## src/rtl/mem_port_arbiter.sv

```systemverilog
// Round-robin arbiter sharing one single-ported memory between fetch and data.
// Holds each granted access for MEM_LAT cycles, then pulses done for one cycle.
module mem_port_arbiter #(
  parameter int ADDR_W  = 32,
  parameter int DATA_W  = 32,
  parameter int MEM_LAT = 2
) (
  input  logic              clk_i,
  input  logic              rst_i,
  input  logic              req0_i,
  input  logic [ADDR_W-1:0] addr0_i,
  input  logic              req1_i,
  input  logic              we1_i,
  input  logic [ADDR_W-1:0] addr1_i,
  input  logic [DATA_W-1:0] wdata1_i,
  input  logic [DATA_W-1:0] mem_rdata_i,
  output logic              sel_o,
  output logic [ADDR_W-1:0] mem_addr_o,
  output logic              mem_we_o,
  output logic [DATA_W-1:0] mem_wdata_o,
  output logic              gnt0_o,
  output logic              gnt1_o,
  output logic              done0_o,
  output logic              done1_o,
  output logic [DATA_W-1:0] rdata_o
);

  typedef enum logic [1:0] {
    IDLE,
    BUSY,
    DONE
  } state_t;

  localparam logic [3:0] CNT_INIT = 4'(MEM_LAT - 1);

  state_t            state, state_n;
  logic [3:0]        cnt, cnt_n;
  logic              last, last_n;
  logic              sel_n;
  logic [ADDR_W-1:0] addr_n;
  logic              we_n;
  logic [DATA_W-1:0] wdata_n;
  logic              gnt0_n, gnt1_n;
  logic              done0_n, done1_n;
  logic [DATA_W-1:0] rdata_n;
  logic              win;

  // On a tie the requester that did not finish last wins.
  assign win = (req0_i && req1_i) ? ~last : req1_i;

  always_comb begin
    state_n = state;
    cnt_n   = cnt;
    last_n  = last;
    sel_n   = sel_o;
    addr_n  = mem_addr_o;
    we_n    = mem_we_o;
    wdata_n = mem_wdata_o;
    gnt0_n  = gnt0_o;
    gnt1_n  = gnt1_o;
    done0_n = done0_o;
    done1_n = done1_o;
    rdata_n = rdata_o;
    unique case (state)
      IDLE: begin
        if (req0_i || req1_i) begin
          sel_n   = win;
          addr_n  = win ? addr1_i : addr0_i;
          we_n    = win ? we1_i : 1'b0;
          wdata_n = win ? wdata1_i : '0;
          gnt0_n  = ~win;
          gnt1_n  = win;
          cnt_n   = CNT_INIT;
          state_n = BUSY;
        end
      end
      BUSY: begin
        if (cnt == 4'd0) begin
          rdata_n = mem_rdata_i;
          gnt0_n  = 1'b0;
          gnt1_n  = 1'b0;
          we_n    = 1'b0;
          done0_n = ~sel_o;
          done1_n = sel_o;
          last_n  = sel_o;
          state_n = DONE;
        end else begin
          cnt_n = cnt - 4'd1;
        end
      end
      DONE: begin
        done0_n = 1'b0;
        done1_n = 1'b0;
        state_n = IDLE;
      end
      default: state_n = IDLE;
    endcase
  end

  always_ff @(posedge clk_i) begin
    if (!rst_i) begin
      state       <= IDLE;
      cnt         <= '0;
      last        <= 1'b1;
      sel_o       <= 1'b0;
      mem_addr_o  <= '0;
      mem_we_o    <= 1'b0;
      mem_wdata_o <= '0;
      gnt0_o      <= 1'b0;
      gnt1_o      <= 1'b0;
      done0_o     <= 1'b0;
      done1_o     <= 1'b0;
      rdata_o     <= '0;
    end else begin
      state       <= state_n;
      cnt         <= cnt_n;
      last        <= last_n;
      sel_o       <= sel_n;
      mem_addr_o  <= addr_n;
      mem_we_o    <= we_n;
      mem_wdata_o <= wdata_n;
      gnt0_o      <= gnt0_n;
      gnt1_o      <= gnt1_n;
      done0_o     <= done0_n;
      done1_o     <= done1_n;
      rdata_o     <= rdata_n;
    end
  end

  a_gnt_excl: assert property (
    @(posedge clk_i) disable iff (!rst_i)
    !(gnt0_o && gnt1_o));

  a_done_excl: assert property (
    @(posedge clk_i) disable iff (!rst_i)
    !(done0_o && done1_o));

endmodule

```

## config.mk

```make
export PLATFORM = sky130hd
export DESIGN_NAME = mem_port_arbiter
export DESIGN_NICKNAME = d
export VERILOG_FILES = /design/src/rtl/mem_port_arbiter.sv
export SDC_FILE = /design/constraint.sdc
export NUM_CORES = 1
export LEC_CHECK = 0
export BUFFER_PORTS_ARGS = -buffer_cell sky130_fd_sc_hd__buf_4
export CORE_ASPECT_RATIO = 1.75
export CORE_MARGIN = 2
export CORE_UTILIZATION = 35
export CTS_BUF_LIST = sky130_fd_sc_hd__clkbuf_16
export DETAILED_ROUTE_END_ITERATION = 8
export GPL_TIMING_DRIVEN = 0
export PLACE_DENSITY = 0.74
export SKIP_CTS_REPAIR_TIMING = 1
export SKIP_LAST_GASP = 1
export SLEW_MARGIN = 20
export SYNTH_ARGS = -nofsm -noshare
export SYNTH_HDL_FRONTEND = slang
export SYNTH_SLANG_ARGS = --single-unit
export TNS_END_PERCENT = 30
```

## constraint.sdc

```tcl
create_clock -name clk_i -period 3.5 [get_ports clk_i]
set_clock_uncertainty 0.2 [all_clocks]
set_input_delay 0.7 -clock clk_i [delete_from_list [all_inputs] [get_ports clk_i]]
set_output_delay 0.7 -clock clk_i [all_outputs]
set_load 0.05 [all_outputs]
```

* Word-level counts from Yosys, hierarchy flattened
Index checks and enable logic that the tools add are counted.
** Cells by class
- Muxes and demuxes :: 21
- Equality and inequality tests :: 5
- Add/sub/neg operators :: 1
- Reduce and logical (&&, ||, !) cells :: 12
- Bitwise logic cells :: 3
** Operators by type and width (number)
- $mux W32 :: 2
- $pmux W1 S2 :: 5
- $mux W1 :: 8
- $mux W4 :: 2
- $pmux W4 S2 :: 1
- $reduce_and A2 Y1 :: 4
- $ne A2 B2 Y1 const B :: 3
- $reduce_and A3 Y1 :: 2
- $logic_not A4 Y1 :: 1
- $mux W2 :: 2
- $pmux W2 S2 :: 1
- $reduce_bool A2 Y1 :: 2
- $sub A4 B1 Y4 const B :: 1
- $not A1 Y1 :: 3
- $eq A2 B1 Y1 const B :: 1
- $eq A2 B2 Y1 const B :: 1
- $logic_not A2 Y1 :: 1
- $logic_and A1 B1 Y1 :: 1
- $logic_or A1 B1 Y1 :: 1
** Word-level totals
- Bits of input ports :: 133
- Flip-flop bits (word level) :: 109

* Longest topological paths before layout
- Word-level depth :: 5
- Depth in mapped cells :: 7
- Mapped depth without buffers :: 5

* Worst setup path after synthesis
OpenSTA, ideal clock, no wires.
- Path type :: input-to-reg
- From :: input req1_i
- To :: register state[0]
- Data required time :: 3.185 ns
- Stages :: 6
- Arrival time :: 1.638 ns
- Setup slack :: 1.547 ns
- Cells stage by stage :: or2_0 > buf_2 > and2_1 > buf_6 > buf_6 > o21a_1
** On the way
- Longest elaborated chain between the ends :: 3
** Ends and longest elaborated chain
- start, declared :: RTL line 12 : input logic req1_i,
- $logic_or A1 B1 Y1 :: RTL line 66 : if (req0_i || req1_i) begin
- $ne A2 B2 Y1 (no source line)
- $reduce_and A2 Y1 (no source line)
- end signal, assigned :: RTL line 115 : state <= state_n;
- end, declared :: RTL line 36 : state_t state, state_n;
Every way passes these cells.
A chain may end at the register's enable or synchronous reset.

* Worst setup path in the final report
- From :: register cnt[0]
- To :: register rdata_o[18]
** On the way
- Longest elaborated chain between the ends :: 2
** Ends and longest elaborated chain
- start, declared :: RTL line 37 : logic [3:0] cnt, cnt_n;
- start signal, assigned :: RTL line 116 : cnt <= cnt_n;
- $logic_not A4 Y1 :: RTL line 78 : if (cnt == 4'd0) begin
- $reduce_and A2 Y1 (no source line)
- end signal, assigned :: RTL line 126 : rdata_o <= rdata_n;
- end, declared :: RTL line 25 : output logic [DATA_W-1:0] rdata_o
Every way passes these cells.

==> summary.md <==
| Metric | Value |
|---|---|
| Post-synthesis sequential area ratio | 51.4% |
| PortBufs | 233 |
| Min-delay worst type | reg2reg |
| Post-route DRC | 0 |
| Design Area, Final | 6430 um^2 |
| Starting Density | 35.5% |
| TritonRoute pass-1 iters | 4 |
| Async SR Flop Fraction | 0% |
| Static Leakage | 2.87 nW |
| Die W | 87.2 um |
| Worst VDD drop | 0.000252 V |
| CTS Sinks | 109 |
| Iter 0 DRT Violations | 148 |
| F_max | 468 MHz |
| Sw Pwr | 1.32 mW |
| Final setup fails | 0 |
| Worst Tran Pin Value | 0.661 ns |
| Internal Pwr Total | 2.26 mW |
| P&R area growth vs syn | 51.6% |
| DR top layer | met4 |
| FP Rows | 53 |
| Chip height | 150 um |
| RD Place Congestion | 0.829 |
| Core Area | 11900 um^2 |
| Area after DPL | 6160 um^2 |
| Most common cell in the netlist | dfxtp_1 |
| Largest net degree at the start of global routing | 18 |
| Worst setup path class | reg2reg |
| # nets final | 842 |
| Diode count | 0 |
| Post-Layout Cell Count | 849 |
| Most common flop cell mapped by yosys | dfxtp_1 |
| Total Wirelength | 13900 um |
| Final Hold Viols | 0 |
| Clock slew at reported path FFs | 0.07 ns |
| Final min period | 2.14 ns |
| Largest area contributor in the netlist | dfxtp_1 |
| Total power | 3.59 mW |
| Longest Clk Path Bufs | 2 |
| Slew margin rel. | 55.7% |
| CP max FO | 10 |
| # IOs | 235 |
| Syn_nets | 598 |
| Vias in the first global route | 4450 |
| Detailed-route via count | 4481 |
| Syn Area/Cell | 9.16 um^2 |
| Clk root buf | clkbuf_16 |
| DR vias/cell | 5.28 |
| DP Cell Count | 833 |
| Cells after Synth | 463 |
| Max Cap Violations | 0 |
| CTS tree | built |
| RSZ-0062 raised after global routing | false |
| Post-route setup TNS | 0 ns |
| Worst skew pair latency | 0.34 ns |
| Layout cells sized above 1 | 38.8% |
| Post-synth EDFFs | 0 |
| Status | finished, final reports clean |
| Critical Path AT | 2.20 ns |
| Synth cell types | 44 |
| Commonest cells post-synth | dfxtp_1, nand2_1, a21oi_1 |
| CTS Buf Count | 9 |
| Number of synthesis warnings | 0 |
| WL met1 | 5270 um |
| WL met2 | 7610 um |
| ANT nets after route | 0 |
| Met3 WL | 676 um |
| Post-DP HPWL | 10700 um |
| Final period utilization | 61.1% |
| Combinational share of power | 33.8% |
| Mapped cell area | 4240 um^2 |
| Total track usage | 20.5% |
| Global-route wire length before repair | 21400 um |
| Antenna violations before repair | 0 |
| Clock Power Share | 26.1% |
| Die ar. | 13100 um^2 |
| Htree depth | 3 |
| Power Dens Cells | 558 nW/um^2 |
| CP startpoint kind | flip-flop |
| Post-synth top area share | 51.4% |
| Avg WL per Cell | 16.4 um |
| Max-slew violations | 0 |
| CP Capture Type | flip-flop |
| Share of power burned in registers | 40.1% |
| Switch share | 36.9% |
| Flop and latch count out of synthesis | 109 |
| GR Overflow Total | 0 |
| Data required, critical path | 3.56 ns |
| Top cells by area, synth | dfxtp_1, a21oi_1, a22o_1, a311oi_1, nand2_1 |
[stage by stage]
step	util, %	hold slack [ns]	setup slack, ns
2_1_floorplan	-	0.289	1.55
3_3_place_gp	51.6	0.255	1.22
3_5_place_dp	51.6	0.249	1.19
4_1_cts	53.9	0.259	1.35
5_1_grt	53.9	0.291	1.09
6_report	53.9	0.255	1.36
[power by group through the flow]
stage          clock network [mW]  logic [mW]  registers, mW
2_1_floorplan                   0       0.393           1.86
3_3_place_gp                    0        1.20           1.46
3_5_place_dp                    0        1.22           1.46
4_1_cts                     0.959        1.22           1.44
5_1_grt                      1.01        1.29           1.45
6_report                    0.935        1.21           1.44
[worst paths after layout]
kind / end / startpoint / slack, ns / cells past startpoint
setup reg to reg: rdata_o[18] / cnt[0] / 1.36 / 6
hold / removal: gnt0_o / gnt0_o / 0.26 / 2
setup / recovery: rdata_o[18] / cnt[0] / 1.36 / 6
hold reg to reg: gnt0_o / gnt0_o / 0.26 / 2
[logic make-up after synthesis]
family	Yosys count	share of synthesized area (%)
flops	109	51.4
compound gates	180	28.6
buf+inv	53	6.49
simple gates	119	12.9
fa+ha+maj	2	0.590
[layout make-up]
class | instances | area [um^2]
Fill cell | 1083 | 5510
Sequential cell | 109 | 2180
Multi-Input combinational cell | 301 | 1780
Timing Repair Buffer | 233 | 1750
Buffer | 49 | 260
Clock buffer | 9 | 225
Tap cell | 137 | 171
Clock inverter | 7 | 43.8
Inverter | 4 | 15.0
[worst max-delay path: stages, from the launching register on]
cell and delay [ns]:
dfxtp_1 0.34, inv_1 0.09, ha_1 0.17, nor3b_2 0.57, clkbuf_1 0.41, nand3_1 0.14
a21oi_1 0.14
[registers in the layout, indices dropped and copies added, names as in the netlist]
| signal | count |
|---|---|
| cnt | 4 |
| done0_o | 1 |
| done1_o | 1 |
| gnt0_o | 1 |
| gnt1_o | 1 |
| last | 1 |
| mem_addr_o | 32 |
| mem_wdata_o | 32 |
| mem_we_o | 1 |
| rdata_o | 32 |
| sel_o | 1 |
| state | 2 |
[cells in the final DEF (no fill, tap or decap), types with 2 or more instances in the layout]
cell / instances
nand3_1: 34
a311oi_1: 30
o31a_1: 2
o21ai_0: 33
buf_6: 5
a21oi_1: 65
a22o_1: 32
nand2b_1: 2
o21a_1: 4
a21boi_0: 2
nor3_1: 2
clkbuf_16: 9
clkinvlp_4: 2
clkbuf_1: 25
buf_4: 234
buf_2: 12
nand2_1: 66
a311oi_2: 2
dfxtp_1: 109
clkbuf_8: 2
ha_1: 2
inv_1: 6
buf_1: 4
nor2_1: 4
[layer usage]
layer | GRT usage [%] | vias up
li1 | - | 2180
met1 | 22.1 | 2113
met2 | 38.3 | 164
met3 | 3.70 | 24
met4 | 8.15 | 0
met5 | 0 | -
No activity file was read; power rests on OpenSTA's default activity.
